### src/rtl/seg7_scan_ctrl_if.sv
// Register-write bus for the seven-segment scan controller.
// The master drives single-cycle write strobes; the slave answers each with a one-cycle ack.
interface seg7_scan_ctrl_if;
    logic       BUS_WE;
    logic [1:0] BUS_ADDR;
    logic [7:0] BUS_DATA;
    logic       BUS_ACK;

    modport master (
        output BUS_WE,
        output BUS_ADDR,
        output BUS_DATA,
        input  BUS_ACK
    );

    modport slave (
        input  BUS_WE,
        input  BUS_ADDR,
        input  BUS_DATA,
        output BUS_ACK
    );
endinterface

### src/rtl/seg7_scan_ctrl.sv
// Four-digit seven-segment scan controller.
// A prescaler advances a 2-bit digit index. Digit nibbles and dot bits come from
// active registers. With SYNC set, those registers reload from shadow copies only
// at the frame wrap (index 3 -> 0).
module seg7_scan_ctrl #(
    parameter int unsigned REFRESH_DIV = 100000
) (
    input  logic              CLK100_IN,
    input  logic              rst_n,
    input  logic              ENABLE,
    seg7_scan_ctrl_if.slave   bus,
    output logic [1:0]        SEG_SELECT_OUT,
    output logic [3:0]        BIN_OUT,
    output logic              DOT_OUT,
    output logic              FRAME_DONE
);

    localparam int unsigned      CNT_W   = (REFRESH_DIV > 1) ? $clog2(REFRESH_DIV) : 1;
    localparam logic [CNT_W-1:0] CNT_MAX = CNT_W'(REFRESH_DIV - 1);

    logic [CNT_W-1:0] cnt_q, cnt_d;
    logic [1:0]       idx_q, idx_d;
    logic [15:0]      shadow_dig_q, shadow_dig_d;
    logic [3:0]       shadow_dot_q, shadow_dot_d;
    logic [15:0]      act_dig_q, act_dig_d;
    logic [3:0]       act_dot_q, act_dot_d;
    logic             sync_q, sync_d;
    logic             freeze_q, freeze_d;
    logic             ack_q, ack_d;
    logic             wrap_q, wrap_d;
    logic [1:0]       sel_q, sel_d;
    logic [3:0]       bin_q, bin_d;
    logic             dot_q, dot_d;
    logic             frame_done_q, frame_done_d;

    logic             tick;
    logic             advance;
    logic             wrap;

    // Prescaler tick, digit-index advance and frame-wrap detection
    always_comb begin
        tick    = ENABLE && (cnt_q == CNT_MAX);
        advance = tick && !freeze_q;
        wrap    = advance && (idx_q == 2'd3);

        cnt_d = cnt_q;
        if (ENABLE) begin
            cnt_d = tick ? '0 : cnt_q + CNT_W'(1);
        end

        idx_d = advance ? idx_q + 2'd1 : idx_q;
    end

    // Register file: shadow/active/control updates and write acknowledge
    always_comb begin
        shadow_dig_d = shadow_dig_q;
        shadow_dot_d = shadow_dot_q;
        sync_d       = sync_q;
        freeze_d     = freeze_q;
        ack_d        = bus.BUS_WE;
        // Wrap commit reads the pre-write shadow. A same-edge write lands in the
        // shadow now and reaches the active copy at the following wrap.
        act_dig_d    = wrap ? shadow_dig_q : act_dig_q;
        act_dot_d    = wrap ? shadow_dot_q : act_dot_q;

        if (bus.BUS_WE) begin
            unique case (bus.BUS_ADDR)
                2'd0: begin
                    shadow_dig_d[7:0] = bus.BUS_DATA;
                    if (!sync_q) act_dig_d[7:0] = bus.BUS_DATA;
                end
                2'd1: begin
                    shadow_dig_d[15:8] = bus.BUS_DATA;
                    if (!sync_q) act_dig_d[15:8] = bus.BUS_DATA;
                end
                2'd2: begin
                    shadow_dot_d = bus.BUS_DATA[3:0];
                    if (!sync_q) act_dot_d = bus.BUS_DATA[3:0];
                end
                default: begin
                    sync_d   = bus.BUS_DATA[0];
                    freeze_d = bus.BUS_DATA[1];
                end
            endcase
        end
    end

    // Output stage: advances only while enabled so that outputs hold when scanning is paused
    always_comb begin
        sel_d        = sel_q;
        bin_d        = bin_q;
        dot_d        = dot_q;
        wrap_d       = wrap_q;
        frame_done_d = 1'b0;
        if (ENABLE) begin
            sel_d        = idx_q;
            bin_d        = act_dig_q[{idx_q, 2'b00} +: 4];
            dot_d        = act_dot_q[idx_q];
            wrap_d       = wrap;
            frame_done_d = wrap_q;
        end
    end

    // State registers with asynchronous active-low reset
    always_ff @(posedge CLK100_IN or negedge rst_n) begin
        if (!rst_n) begin
            cnt_q        <= '0;
            idx_q        <= '0;
            shadow_dig_q <= '0;
            shadow_dot_q <= '0;
            act_dig_q    <= '0;
            act_dot_q    <= '0;
            sync_q       <= 1'b0;
            freeze_q     <= 1'b0;
            ack_q        <= 1'b0;
            wrap_q       <= 1'b0;
            sel_q        <= '0;
            bin_q        <= '0;
            dot_q        <= 1'b0;
            frame_done_q <= 1'b0;
        end else begin
            cnt_q        <= cnt_d;
            idx_q        <= idx_d;
            shadow_dig_q <= shadow_dig_d;
            shadow_dot_q <= shadow_dot_d;
            act_dig_q    <= act_dig_d;
            act_dot_q    <= act_dot_d;
            sync_q       <= sync_d;
            freeze_q     <= freeze_d;
            ack_q        <= ack_d;
            wrap_q       <= wrap_d;
            sel_q        <= sel_d;
            bin_q        <= bin_d;
            dot_q        <= dot_d;
            frame_done_q <= frame_done_d;
        end
    end

    assign bus.BUS_ACK     = ack_q;
    assign SEG_SELECT_OUT  = sel_q;
    assign BIN_OUT         = bin_q;
    assign DOT_OUT         = dot_q;
    assign FRAME_DONE      = frame_done_q;

endmodule

### src/flat_wrapper.sv
// flat-port wrapper written by rule: the top's interface ports become plain ports
module seg7_scan_ctrl_flat 
#(
    parameter int unsigned REFRESH_DIV = 100000
)
  (CLK100_IN, rst_n, ENABLE, SEG_SELECT_OUT, BIN_OUT, DOT_OUT, FRAME_DONE, bus_BUS_WE, bus_BUS_ADDR, bus_BUS_DATA, bus_BUS_ACK);
  seg7_scan_ctrl_if bus_i ();
  input  logic CLK100_IN;
  input  logic rst_n;
  input  logic ENABLE;
  output logic [1:0] SEG_SELECT_OUT;
  output logic [3:0] BIN_OUT;
  output logic DOT_OUT;
  output logic FRAME_DONE;
  input wire logic [$bits(bus_i.BUS_WE)-1:0] bus_BUS_WE;
  input wire logic [$bits(bus_i.BUS_ADDR)-1:0] bus_BUS_ADDR;
  input wire logic [$bits(bus_i.BUS_DATA)-1:0] bus_BUS_DATA;
  output wire logic [$bits(bus_i.BUS_ACK)-1:0] bus_BUS_ACK;
  assign bus_i.BUS_WE = bus_BUS_WE;
  assign bus_i.BUS_ADDR = bus_BUS_ADDR;
  assign bus_i.BUS_DATA = bus_BUS_DATA;
  assign bus_BUS_ACK = bus_i.BUS_ACK;
  seg7_scan_ctrl #(.REFRESH_DIV(REFRESH_DIV)) u_core (.CLK100_IN(CLK100_IN), .rst_n(rst_n), .ENABLE(ENABLE), .bus(bus_i), .SEG_SELECT_OUT(SEG_SELECT_OUT), .BIN_OUT(BIN_OUT), .DOT_OUT(DOT_OUT), .FRAME_DONE(FRAME_DONE));
endmodule
### config.mk
export PLATFORM = sky130hd
export DESIGN_NAME = seg7_scan_ctrl_flat
export DESIGN_NICKNAME = d
export VERILOG_FILES = /design/src/rtl/seg7_scan_ctrl_if.sv /design/src/rtl/seg7_scan_ctrl.sv /design/src/flat_wrapper.sv
export SDC_FILE = /design/constraint.sdc
export NUM_CORES = 1
export LEC_CHECK = 0
export BUFFER_PORTS_ARGS = -buffer_cell sky130_fd_sc_hd__buf_2
export CORE_MARGIN = 2
export CORE_UTILIZATION = 50
export DETAILED_ROUTE_END_ITERATION = 8
export PLACE_DENSITY_LB_ADDON = 0.08
export SYNTH_ARGS = -nofsm -noshare
export SYNTH_HDL_FRONTEND = slang
export SYNTH_SLANG_ARGS = --single-unit
### constraint.sdc
create_clock -name CLK100_IN -period 1.8 [get_ports CLK100_IN]
set_clock_uncertainty 0.05 [all_clocks]
set_input_delay 0.27 -clock CLK100_IN [delete_from_list [all_inputs] [get_ports CLK100_IN]]
set_output_delay 0.27 -clock CLK100_IN [all_outputs]
set_load 0.1 [all_outputs]
**After elaboration in Yosys (flattened, before gate mapping)**

Cells that the tools add are included.

- $add $sub $neg: 2
- Magnitude comparators: 1
- Eq/ne operators: 4
- Shift-type cells: 1
- Muxes and demuxes: 14
- Bitwise gates (word level): 1
- Reduce and logical (&&, ||, !) cells: 10

Operators with widths:

| cell | count |
|---|---|
| two-way mux 16 bit | 2 |
| two-way mux 8 bit | 4 |
| adder 17 x 1 -> 17 bit (second input constant) | 1 |
| equality test 17 bit (second input constant) | 1 |
| two-way mux 17 bit | 1 |
| two-way mux 4 bit | 4 |
| indexed part select 16 x 5 -> 4 bit | 1 |
| AND reduction 2 bit | 4 |
| equality test 2 bit (second input constant) | 2 |
| logical AND 1 bit | 3 |
| less-than comparator 2 x 3 -> 1 bit (second input constant) | 1 |
| OR reduction 3 bit | 1 |
| adder 2 x 1 -> 2 bit (second input constant) | 1 |
| binary-select mux 1 bit (select 2 bit) | 1 |
| equality test 2 x 1 -> 1 bit (second input constant) | 1 |
| zero test 2 bit | 1 |
| two-way mux 1 bit | 2 |
| zero test 1 bit | 1 |
| inverter 1 bit | 1 |

- Register bits after elaboration: 71
- Bits of input ports: 14
- Output and inout port bits: 9
- Word-level logic and storage cells: 48

**Longest topological paths before layout**

Gate-level depths: netlist (run 1).

- Depth in word-level cells: 8
- Gate-level depth with buffers: 6
- Gate-level depth less buffers: 5

**Worst setup path after synthesis (run 1)**

No wires, ideal clock.

- Kind: flip-flop to flip-flop
- From: reg u_core.cnt_q[8]
- To: reg u_core.idx_q[1]
- Setup time: 0.128 ns
- Arrival time: 1.577 ns
- Data required time: 1.622 ns
- Slack: 0.045 ns
- Stages on the path, launching flop included: 5
- Buffers on the path: 0
- Clock period less this slack: 1.755 ns
- Cell sequence: dfrtp_1 > nor4_1 > nand4_1 > nor3_1 > mux2_1

- Word-level cells in the longest chain between the ends: 3

RTL lines:

| element | line | RTL |
|---|---|---|
| start, declared | seg7_scan_ctrl.sv:21 | `logic [CNT_W-1:0] cnt_q, cnt_d;` |
| start signal, assigned | seg7_scan_ctrl.sv:122 | `cnt_q <= cnt_d;` |
| equality test 17 bit | seg7_scan_ctrl.sv:42 | `tick = ENABLE && (cnt_q == CNT_MAX);` |
| logical AND 1 bit | seg7_scan_ctrl.sv:42 |  |
| logical AND 1 bit | seg7_scan_ctrl.sv:43 | `advance = tick && !freeze_q;` |
| end signal, assigned | seg7_scan_ctrl.sv:123 | `idx_q <= idx_d;` |
| end, declared | seg7_scan_ctrl.sv:22 | `logic [1:0] idx_q, idx_d;` |

Every way passes these cells.
A chain may end at the register's enable or synchronous reset.

**Worst setup path in the final report (run 1)**

- From: reg u_core.cnt_q[8]
- To: reg u_core.cnt_q[15]

- Word-level cells in the longest chain between the ends: 3
- Elaborated cells on any way between the ends: 4
- Classes of those cells: 1 x add/sub; 1 x eq/ne; 1 x mux; 1 x reduce/logical

RTL lines:

| element | line | RTL |
|---|---|---|
| branches (longest 2 deep; another with adder 17 x 1 -> 17 bit) | - |  |
| two-way mux 17 bit * | seg7_scan_ctrl.sv:48 | `cnt_d = tick ? '0 : cnt_q + CNT_W'(1);` |

Every way passes the cells marked *.

==> implementation parameters, run 1 <==
Parameter                              Value

Outcome
  Run status ... finished, final reports clean

STA
  Hold violation count in the final report ... 0
  Worst hold slack ... 0.03151 ns
  Post-route minimum period ... 1.717 ns
  Worst setup slack after layout ... 0.08289 ns
  Number of setup violations in the final report ... 0
  Setup repair after global routing missed its margin ... true
  Final max-slew violation count ... 0
  Final worst-path cycle share ... 0.9540
  Upper clock frequency limit ... 582.4 MHz
  Max-slew headroom ... 0.5588
  Transition time at the pin with the least slew margin ... 0.6618 ns

Synthesis
  Post-synthesis compound-gate area fraction ... 0.08340
  Avg Synthesized Cell Area ... 11.38 µm²
  Syn Nets ... 302
  Area contributors post-synth ... sky130_fd_sc_hd__dfrtp_1, sky130_fd_sc_hd__mux2_2, sky130_fd_sc_hd__nand4_1
  Post-synthesis cell count ... 286
  Syn Std Cell Area ... 3256 µm²
  Count of state elements after synthesis ... 71
  Async SR Flop Fraction ... 1.000
  Library cell with the largest summed area after synthesis ... sky130_fd_sc_hd__dfrtp_1
  Combinational family with the most area after synthesis ... simple AND/OR/NAND/NOR gates
  Simple-gate share of the synthesized area ... 0.1572
  Number of enable-type register cells in the synthesized netlist ... 0
  Synth unique cells ... 39
  Sequential element share of the synthesized area ... 0.5457
  Share of synthesized area spent on multiplexers ... 0.1414
  XOR/XNOR share of the synthesized area ... 0.03766
  Synth top area share ... 0.5457
  Post-Synth Adder-Cell Area ... 0.007686
  Prevailing post-synth register cell ... sky130_fd_sc_hd__dfrtp_1
  Warnings from Yosys ... 0

Clocking
  Clock H-tree levels ... 3
  Sink Count ... 71
  Maximum number of buffers from clock root to sink ... 2
  Root buffer cell ... sky130_fd_sc_hd__clkbuf_8
  Clock-pin transition on the worst setup and hold timing paths ... 0.08 ns
  Worst-skew pair later-pin latency ... 0.34 ns
  Number of buffers created by CTS ... 9
  Setup bufs post-CTS ... 0
  CTS tree ... built

Power
  Peak supply drop ... 0.6239 mV
  Sequential share of power ... 0.466
  Pint ... 3.149 mW
  NetSw ... 1.297 mW
  Power consumption ... 4.447 mW
  Net switching fraction of the power ... 0.2917
  Share of power burned in combinational logic ... 0.184
  Clock power frac ... 0.351
  Pleak ... 1.656 nW
  Power Dens Cells ... 1145 nW/µm²

Drt
  Drt initial violations ... 89
  Final routed wire length divided by cell count ... 17.39 µm
  Final ANT Viol Nets ... 0
  Vias per cell ... 5.821
  Drt total wl ... 7077 µm
  Number of search-and-repair iterations in the first detailed-routing pass ... 4
  Vias after detailed routing ... 2369
  Total DRC errors in the routed layout ... 0

Floorplan
  Die ar. ... 7172 µm²
  Starting density of the core ... 0.5157
  Width of the chip ... 84.69 µm
  Standard cell core area ... 6314 µm²
  Row Count ... 29
  Die Span Y ... 84.69 µm
  Number of top-level design ports ... 23

Cells and area
  Most common cell after layout, fill and taps aside ... sky130_fd_sc_hd__dfrtp_1
  Final std cell area, no fill ... 3882 µm²
  Highest-count cells in the layout ignoring fill and taps ... sky130_fd_sc_hd__dfrtp_1, sky130_fd_sc_hd__nor2_1, sky130_fd_sc_hd__mux2_2
  Fraction of final layout cells with drive strength greater than 1 ... 0.3091
  NumNets Final ... 341
  Final design utilization ... 0.6149
  Count of inserted antenna diode cells ... 0
  Growth of design area from synthesis to finish ... 19.25%

Critical path
  Cell family with the largest share of critical-path delay ... simple AND/OR/NAND/NOR gates
  Critical Path Sink Type ... register
  Worst Setup Path Type ... reg -> reg
  Critical path's slowest cell ... sky130_fd_sc_hd__or4_4
  Arrival time of the worst setup path ... 1.94 ns
  Critical path launch point ... u_core.cnt_q[8]
  Number of buffers and inverters on the critical path ... 1
  CP max FO ... 4
  Reg2reg start ... u_core.cnt_q[8]
  Delay of the slowest critical-path stage ... 0.47 ns
  Required time worst endpoint ... 2.02 ns
  Critical path launch point type ... register
  Ordered list of cells on the worst path ... buf_4 > nand4_1 > or4_4 > or3_1 > a21oi_1

Global routing
  GR Util All Layers ... 0.2161
  Number of antenna violations at the first check in global routing ... 0
  Maximum number of pins on one net before global-route repair ... 72
  Overflow left after global routing ... 0
  Vias in the first global route ... 2330
  First-pass GRT wire length ... 12010 µm

Placed design
  Port buffer count ... 22
  Detailed-placement wirelength estimate ... 4565 µm
  Post-place instance area ... 3616 µm²
  GPL Wtd Cong ... 0.7616
  Setup Slack @ Placement ... 0.04999 ns

Worst hold path
  Path type of the worst min-delay path ... in -> reg
  HP Start ... bus_BUS_WE

Flow run
  Max-cap violation count ... 0
cell usage after synthesis (2+ instances only):
library cell               instances
sky130_fd_sc_hd__xor2_1            8
sky130_fd_sc_hd__a21oi_1           2
sky130_fd_sc_hd__dfrtp_1          71
sky130_fd_sc_hd__nand3_1           6
sky130_fd_sc_hd__mux2_2           29
sky130_fd_sc_hd__and2_1            2
sky130_fd_sc_hd__o21ai_0          23
sky130_fd_sc_hd__nor4_1            3
sky130_fd_sc_hd__nor2_1           31
sky130_fd_sc_hd__clkbuf_1         15
sky130_fd_sc_hd__nor2b_1           2
sky130_fd_sc_hd__nand2_1           6
sky130_fd_sc_hd__mux4_2            5
sky130_fd_sc_hd__xnor2_1           6
sky130_fd_sc_hd__nor3_1            3
sky130_fd_sc_hd__ha_1              2
sky130_fd_sc_hd__inv_1             5
sky130_fd_sc_hd__buf_1             2
sky130_fd_sc_hd__nand4_1          24
sky130_fd_sc_hd__a31oi_1          20
sky130_fd_sc_hd__nand3b_1          2
sky130_fd_sc_hd__or3_1             2
flip-flops by register name, summed over array words and instances, names as in the netlist:
register               count
u_core.cnt_q              17
u_core.shadow_dot_q        4
u_core.act_dot_q           4
u_core.wrap_q              1
u_core.BIN_OUT             4
u_core.shadow_dig_q       16
u_core.idx_q               2
u_core.freeze_q            1
u_core.sync_q              1
u_core.SEG_SELECT_OUT      2
u_core.act_dig_q          16
u_core.bus.BUS_ACK         1
u_core.FRAME_DONE          1
u_core.DOT_OUT             1
cell families (layout without fill, tap and decap cells):
kind of cell             after synthesis  in the layout
adder cells (fa/ha/maj)                2              2
AO/OA/AOI/OAI                         48             48
XOR/XNOR                              14             14
buffers and inverters                 23             67
multiplexers                          36             36
flip-flops                            71             71
AND/OR/NAND/NOR                       92             92
final timing paths:
check / to / slack, ns / cells after the start
setup / recovery: u_core.cnt_q[15] / 0.08 / 5
hold / removal: u_core.bus.BUS_ACK / 0.03 / 1
setup reg to reg: u_core.cnt_q[15] / 0.08 / 5
hold reg to reg: u_core.FRAME_DONE / 0.45 / 1
max in group asynchronous: u_core.idx_q[1] / 0.97 / 3
min in group asynchronous: u_core.cnt_q[13] / 0.43 / 3
power by group through the flow:
stage | Clock [mW] | Combinational, mW | Sequential, mW
floorplan | 0 | 0.361 | 2.29
global placement | 0 | 0.804 | 2.09
detailed placement | 0 | 0.817 | 2.10
CTS | 1.59 | 0.822 | 2.07
global route | 1.67 | 0.888 | 2.11
finish | 1.56 | 0.816 | 2.07
worst reg2reg max path: cells and delay by family, from the launching register on:
family / cells / cell delay [ns]
AND/OR/NAND/NOR: 3 / 0.98
flip-flops: 1 / 0.37
buffers and inverters: 1 / 0.14
AO/OA/AOI/OAI: 1 / 0.13
stage by stage:
step | instances | TNS, ns
after floorplan | 286 | 0
final | 407 | 0
after global routing | 407 | -0.04951
after global placement | 390 | 0
after detailed placement | 390 | 0
after CTS | 407 | 0
metal layers:
metal	routed length, µm	up-vias	global-route usage
met5	0	-	0
met4	76	0	0.06638
met3	255	6	0.05211
met2	3476	47	0.3250
met1	3268	1193	0.3128
li1	-	1123	-
what timing repair did:
item,CTS,global route
hold endpoints to repair,71,0
resized for setup,0,4
endpoints found under the setup margin,0,16
hold buffers,1,0
final cells by class:
type / count / area (µm²)
clock buffers: 10 / 137.6
clock inverters: 6 / 107.6
fillers: 517 / 2431
inverters: 5 / 18.77
multi-input cells: 192 / 1403
flip-flops and latches: 71 / 1777
well taps: 77 / 96.34
repair buffers: 46 / 342.8
No activity file was read; power rests on OpenSTA's default activity.
==> run 2: changes to the inputs <==
Settings changed: GPL_TIMING_DRIVEN from default to 0.
==> run 2 against run 1 <==
Cell area increased by 1.1%; clock power decreased by 9%; first-iteration DRC count increased by 61%.
==> implementation parameters, run 2 (synthesis gave the netlist of run 1 again) <==
Parameter                              Value

Placed design
  Post-place instance area ... 3487 µm²
  Port buffer count ... 21
  Detailed-placement wirelength estimate ... 4835 µm
  GPL Wtd Cong ... 0.8451

STA
  Final worst-path cycle share ... 0.9678
  Post-route minimum period ... 1.742 ns
  Worst hold slack ... 0.02555 ns
  Setup repair after global routing missed its margin ... true
  Number of setup violations in the final report ... 0
  Upper clock frequency limit ... 574.1 MHz
  Hold violation count in the final report ... 0
  Transition time at the pin with the least slew margin ... 0.6607 ns
  Final max-slew violation count ... 0
  Max-slew headroom ... 0.5576

Worst hold path
  HP Start ... bus_BUS_WE
  WHS Path Cells ... 1
  Endpoint of the worst hold-timing path ... u_core.bus.BUS_ACK
  Path type of the worst min-delay path ... in -> reg

Power
  Sequential share of power ... 0.479
  Net switching fraction of the power ... 0.3036
  Pint ... 3.058 mW
  Power Dens Cells ... 1119 nW/µm²
  Clock power frac ... 0.323
  Peak supply drop ... 0.8924 mV
  Pleak ... 1.656 nW
  Power consumption ... 4.392 mW
  NetSw ... 1.333 mW
  Share of power burned in combinational logic ... 0.199

Global routing
  Vias in the first global route ... 2353
  GR Util All Layers ... 0.2181
  Overflow left after global routing ... 0
  First-pass GRT wire length ... 12020 µm
  Maximum number of pins on one net before global-route repair ... 72
  Number of antenna violations at the first check in global routing ... 0

Drt
  Total DRC errors in the routed layout ... 0
  Drt total wl ... 7115 µm
  Drt initial violations ... 143
  Vias after detailed routing ... 2368
  Number of search-and-repair iterations in the first detailed-routing pass ... 4
  Final routed wire length divided by cell count ... 17.10 µm
  Vias per cell ... 5.692
  Final ANT Viol Nets ... 0

Clocking
  Clock H-tree levels ... 3
  Maximum number of buffers from clock root to sink ... 2
  Root buffer cell ... sky130_fd_sc_hd__clkbuf_8
  Worst-skew pair later-pin latency ... 0.35 ns
  Clock-pin transition on the worst setup and hold timing paths ... 0.07 ns
  Number of buffers created by CTS ... 9
  Sink Count ... 71
  CTS tree ... built

Cells and area
  Final std cell area, no fill ... 3924 µm²
  Flip-flop count of the largest register after layout ... 17
  Growth of design area from synthesis to finish ... 20.52%
  Most common cell after layout, fill and taps aside ... sky130_fd_sc_hd__dfrtp_1
  Fillers ... 529
  Largest reg by FF count ... u_core.cnt_q
  Count of inserted antenna diode cells ... 0
  Total area of multi-input combinational cells ... 1456 µm²
  Fraction of final layout cells with drive strength greater than 1 ... 0.3540
  Sequential cell area ... 1784 µm²
  Registers with the most flip-flops ... u_core.cnt_q: 17 flops, u_core.act_dig_q: 16 flops, u_core.shadow_dig_q: 16 flops
  Highest-count cells in the layout ignoring fill and taps ... sky130_fd_sc_hd__dfrtp_1, sky130_fd_sc_hd__nor2_1, sky130_fd_sc_hd__mux2_2
  NumNets Final ... 350

Floorplan
  Number of top-level design ports ... 23
  Width of the chip ... 84.69 µm
  Row Count ... 29
  Standard cell core area ... 6314 µm²
  Starting density of the core ... 0.5157
  Die ar. ... 7172 µm²
  Die Span Y ... 84.69 µm

Outcome
  Run status ... finished, final reports clean

Critical path
  Critical Path Sink Type ... register
  Arrival time of the worst setup path ... 1.96 ns
  Setup slack, reg-to-reg ... 0.06 ns
  CP max FO ... 6
  RR Endpoint ... u_core.cnt_q[15]
  Reg2reg start ... u_core.cnt_q[5]
  Depth of the worst register-to-register path ... 4
  Required time worst endpoint ... 2.02 ns
  Critical path launch point type ... register
  Worst Setup Path Type ... reg -> reg

Flow run
  Max-cap violation count ... 0
[run 2: cell types whose count changed in the layout (fill, tap and decap cells not counted), moves of 3 or more]
cell                       delta
sky130_fd_sc_hd__o21ai_0     -13
sky130_fd_sc_hd__o21ai_2      +3
sky130_fd_sc_hd__o21ai_1     +10
sky130_fd_sc_hd__clkbuf_2     +5
sky130_fd_sc_hd__buf_12       -4
sky130_fd_sc_hd__dfrtp_1      -6
sky130_fd_sc_hd__dfrtp_2      +6
sky130_fd_sc_hd__clkbuf_1     +4
[run 2: layer usage]
metal  global-route usage  routed length, µm  vias up
met3              0.04916                200       15
met1               0.2980               3246     1169
li1                     -                  -     1144
met4              0.09091                144        0
met2               0.3386               3523       40
met5                    0                  0        -
[run 2: critical path, stage by stage (launching register included)]
cell                      delay [ns]
sky130_fd_sc_hd__dfrtp_2        0.43
sky130_fd_sc_hd__nand4_4        0.15
sky130_fd_sc_hd__or4_4          0.57
sky130_fd_sc_hd__or3_1          0.33
sky130_fd_sc_hd__a21oi_1        0.13
[run 2: how the worst max path moves through the flow]
stage | to | from | cells after the start
4_1_cts | u_core.idx_q[1] | u_core.cnt_q[0] | 5
3_3_place_gp | u_core.act_dig_q[9] | u_core.idx_q[1] | 6
3_5_place_dp | u_core.idx_q[1] | u_core.cnt_q[8] | 4
6_report | u_core.cnt_q[15] | u_core.cnt_q[5] | 4
5_1_grt | u_core.idx_q[1] | u_core.cnt_q[0] | 5
2_1_floorplan | u_core.idx_q[1] | u_core.cnt_q[8] | 4
[run 2: cell type report]
cell class	instances	area share
plain buffers	18	0.02455
flip-flops and latches	71	0.4547
well taps	77	0.02455
repair buffers	37	0.06378
clock inverters	6	0.02136
clock buffers	10	0.03508
multi-input cells	192	0.3712
inverters	5	0.004783
[run 2: repair_timing]
action                                  CTS  global route
hold buffers                              1             0
resized for setup                        14            49
buffers inserted                          3            11
cloned                                    0             0
endpoints found under the hold margin    71             0
pin swaps                                 1             3
endpoints found under the setup margin   36            31
[run 2: power by group through the flow]
stage / logic [mW] / clock network (mW) / registers, mW
global placement: 0.744 / 0 / 2.11
detailed placement: 0.764 / 0 / 2.12
finish: 0.872 / 1.42 / 2.10
global route: 0.945 / 1.53 / 2.14
CTS: 0.768 / 1.44 / 2.09
floorplan: 0.361 / 0 / 2.29
[run 2: stage by stage]
step                      setup TNS (ns)  instances  setup slack (ns)  utilization
after floorplan                        0        286           0.04525            -
final                                  0        416           0.05800       0.6215
after detailed placement          -5.723        385           -0.2666       0.5523
after CTS                       -0.03461        405          -0.03461       0.5973
after global routing             -0.1400        416          -0.04207       0.6215
after global placement            -5.798        384           -0.2453       0.5476
==> run 3: changes to the inputs <==
Settings changed: ABC_AREA from default to 1.
==> run 3 against run 2 <==
Highest routed layer unchanged; largest cell class unchanged; clock power grew 13%; critical path type unchanged; setup slack gained 0.037 ns; combinational power grew 9.1%; core utilization shrank 1.3 points; wire length grew 14%; die area grew 9.3%; critical endpoint is now u_core.act_dig_q[8]; sequential power is essentially flat; global-route usage grew 1.0 points; area after synthesis grew 9.8%; clock-buffer cell count grew 1; register-to-register slack gained 0.04 ns; total power grew 6.4%.
==> implementation parameters, run 3 <==
Parameter                              Value

Clocking
  CTS tree ... built
  Number of buffers created by CTS ... 9
  Worst-skew pair later-pin latency ... 0.35 ns
  Clock H-tree levels ... 3
  Sink Count ... 71
  Clock-pin transition on the worst setup and hold timing paths ... 0.08 ns
  Maximum number of buffers from clock root to sink ... 2
  Root buffer cell ... sky130_fd_sc_hd__clkbuf_8

STA
  Number of setup violations in the final report ... 0
  Worst setup slack after layout ... 0.09481 ns
  Final worst-path cycle share ... 0.9473
  Max-slew headroom ... 0.6222
  Setup repair after global routing missed its margin ... true
  Worst hold slack ... 0.03551 ns
  Final max-slew violation count ... 0
  Hold violation count in the final report ... 0
  Fin Setup TNS ... 0 ns
  Post-route minimum period ... 1.705 ns
  Upper clock frequency limit ... 586.4 MHz
  Transition time at the pin with the least slew margin ... 0.5646 ns

Placed design
  Port buffer count ... 22
  Detailed-placement wirelength estimate ... 6046 µm
  GPL Wtd Cong ... 0.8575
  Setup Slack @ Placement ... -0.03429 ns

Global routing
  GR Util All Layers ... 0.2280
  First-pass GRT wire length ... 13500 µm
  Overflow left after global routing ... 0
  Number of antenna violations at the first check in global routing ... 0
  Maximum number of pins on one net before global-route repair ... 46
  Vias in the first global route ... 2877

Synthesis
  Library cell with the largest summed area after synthesis ... sky130_fd_sc_hd__dfrtp_1
  Syn Nets ... 469
  Post-synth top cells ... sky130_fd_sc_hd__nand2_1, sky130_fd_sc_hd__inv_1, sky130_fd_sc_hd__dfrtp_1
  Avg Synthesized Cell Area ... 7.891 µm²
  Count of state elements after synthesis ... 71
  Async SR Flop Fraction ... 1.000
  Warnings from Yosys ... 0
  Prevailing post-synth register cell ... sky130_fd_sc_hd__dfrtp_1
  Synth unique cells ... 33
  Area contributors post-synth ... sky130_fd_sc_hd__dfrtp_1, sky130_fd_sc_hd__nand2_1, sky130_fd_sc_hd__inv_1
  Most numerous cell in the Yosys netlist ... sky130_fd_sc_hd__nand2_1
  Synth top area share ... 0.4970
  Sequential element share of the synthesized area ... 0.4970
  Syn Std Cell Area ... 3575 µm²
  Number of enable-type register cells in the synthesized netlist ... 0
  Post-synthesis cell count ... 453

Critical path
  Ordered list of cells on the worst path ... ha_4 > nand3_4 > nor3_4 > buf_6 > nand4_4 > buf_6 > nand2_1 > nand3_1 > nand2_1
  Delay of the slowest critical-path stage ... 0.41 ns
  Required time worst endpoint ... 2.03 ns
  CP max FO ... 7
  Number of buffers and inverters on the critical path ... 2
  Cell family with the largest share of critical-path delay ... simple AND/OR/NAND/NOR gates
  Setup slack, reg-to-reg ... 0.09 ns
  Critical path launch point type ... register
  Critical path's slowest cell ... sky130_fd_sc_hd__dfrtp_1
  Critical Path Sink Type ... register
  Worst Setup Path Type ... reg -> reg
  Arrival time of the worst setup path ... 1.94 ns

Power
  Peak supply drop ... 0.6173 mV
  Pleak ... 2.164 nW
  Power Dens Cells ... 1119 nW/µm²

Cells and area
  NumNets Final ... 509
  Most common cell after layout, fill and taps aside ... sky130_fd_sc_hd__nand2_1
  Largest reg by FF count ... u_core.cnt_q
  Fillers ... 648
  Fraction of final layout cells with drive strength greater than 1 ... 0.1406
  Sequential cell area ... 1777 µm²
  Flip-flop count of the largest register after layout ... 17
  Count of inserted antenna diode cells ... 0
  Registers with the most flip-flops ... u_core.cnt_q: 17 flops, u_core.act_dig_q: 16 flops, u_core.shadow_dig_q: 16 flops
  Growth of design area from synthesis to finish ... 16.84%
  Total area of multi-input combinational cells ... 1450 µm²
  Highest-count cells in the layout ignoring fill and taps ... sky130_fd_sc_hd__nand2_1, sky130_fd_sc_hd__inv_1, sky130_fd_sc_hd__dfrtp_1

Drt
  Final routed wire length divided by cell count ... 13.69 µm
  Drt total wl ... 8132 µm
  Final ANT Viol Nets ... 0
  Vias per cell ... 4.965
  Number of search-and-repair iterations in the first detailed-routing pass ... 5
  Total DRC errors in the routed layout ... 0
  Drt initial violations ... 126
  Vias after detailed routing ... 2949

Floorplan
  Row Count ... 30
  Starting density of the core ... 0.5204
  Standard cell core area ... 6869 µm²
  Die ar. ... 7842 µm²
  Die Span Y ... 88.56 µm
  Number of top-level design ports ... 23
  Width of the chip ... 88.56 µm

Outcome
  Run status ... finished, final reports clean

Worst hold path
  Path type of the worst min-delay path ... in -> reg

Flow run
  Max-cap violation count ... 0
-- run 3: changes by cell type in the layout (fill, tap and decap cells not counted), sizes merged, moves of 6 or more --
cell and delta:
mux2 -30, a31oi -15, a21oi +13, nor3 +6, nand4 -15, nand2 +113
xnor2 -6, buf -12, inv +73, o21ai +18, nand3 +47
-- run 3: logic make-up (layout without fill, tap and decap cells) --
kind of cell	Yosys count	count (layout)	synth area share
fa+ha+maj	2	2	0.006999
compound gates	64	64	0.09345
xor+xnor	7	7	0.01925
flops	71	71	0.4970
simple gates	218	218	0.2797
buf+inv	91	136	0.1036
-- run 3: repair_timing --
item                                   CTS  global route
setup endpoints to repair               21            23
hold buffers                             1             0
setup buffers                            4             0
cloned                                   1             0
pin swaps                                2             1
gates resized for setup                  3             5
endpoints found under the hold margin   26             0
-- run 3: cell type report --
class,count,share of cell area
timing repair buffer,29,0.04883
clock buffer,11,0.03625
clock inverter,5,0.02487
inverter,80,0.07220
sequential,71,0.4254
buffer,11,0.01648
multi-input combinational,291,0.3472
tap,96,0.02876
-- run 3: routing by layer --
layer / share of wire / wire [µm] / GRT usage
met5: 0 / 0 / 0
met1: 0.47 / 3807 / 0.2922
met4: 0.018 / 150 / 0.09504
met3: 0.034 / 276 / 0.03825
met2: 0.48 / 3897 / 0.3841
-- run 3: final timing paths --
path | startpoint | endpoint | depth (start not counted)
max in group asynchronous | rst_n | u_core.act_dig_q[1] | 3
hold / removal | bus_BUS_WE | u_core.bus.BUS_ACK | 1
setup reg to reg | u_core.cnt_q[1] | u_core.act_dig_q[8] | 9
min in group asynchronous | rst_n | u_core.cnt_q[14] | 2
hold reg to reg | u_core.SEG_SELECT_OUT[0] | u_core.SEG_SELECT_OUT[0] | 2
setup / recovery | u_core.cnt_q[1] | u_core.act_dig_q[8] | 9
-- run 3: stage by stage --
| step | utilization | power [mW] | instances | instance area, µm² |
|---|---|---|---|---|
| 6_report | 0.6080 | 4.672 | 594 | 4177 |
| 2_1_floorplan | - | 2.811 | 453 | 3575 |
| 3_3_place_gp | 0.5539 | 3.050 | 571 | 3805 |
| 4_1_cts | 0.6060 | 4.708 | 594 | 4163 |
| 3_5_place_dp | 0.5583 | 3.080 | 572 | 3835 |
| 5_1_grt | 0.6080 | 4.941 | 594 | 4177 |
-- run 3: power breakdown --
part | internal [mW] | switching, mW
sequential | 1.88 | 0.228
clock | 0.996 | 0.613
combinational | 0.292 | 0.659
total | 3.17 | 1.50
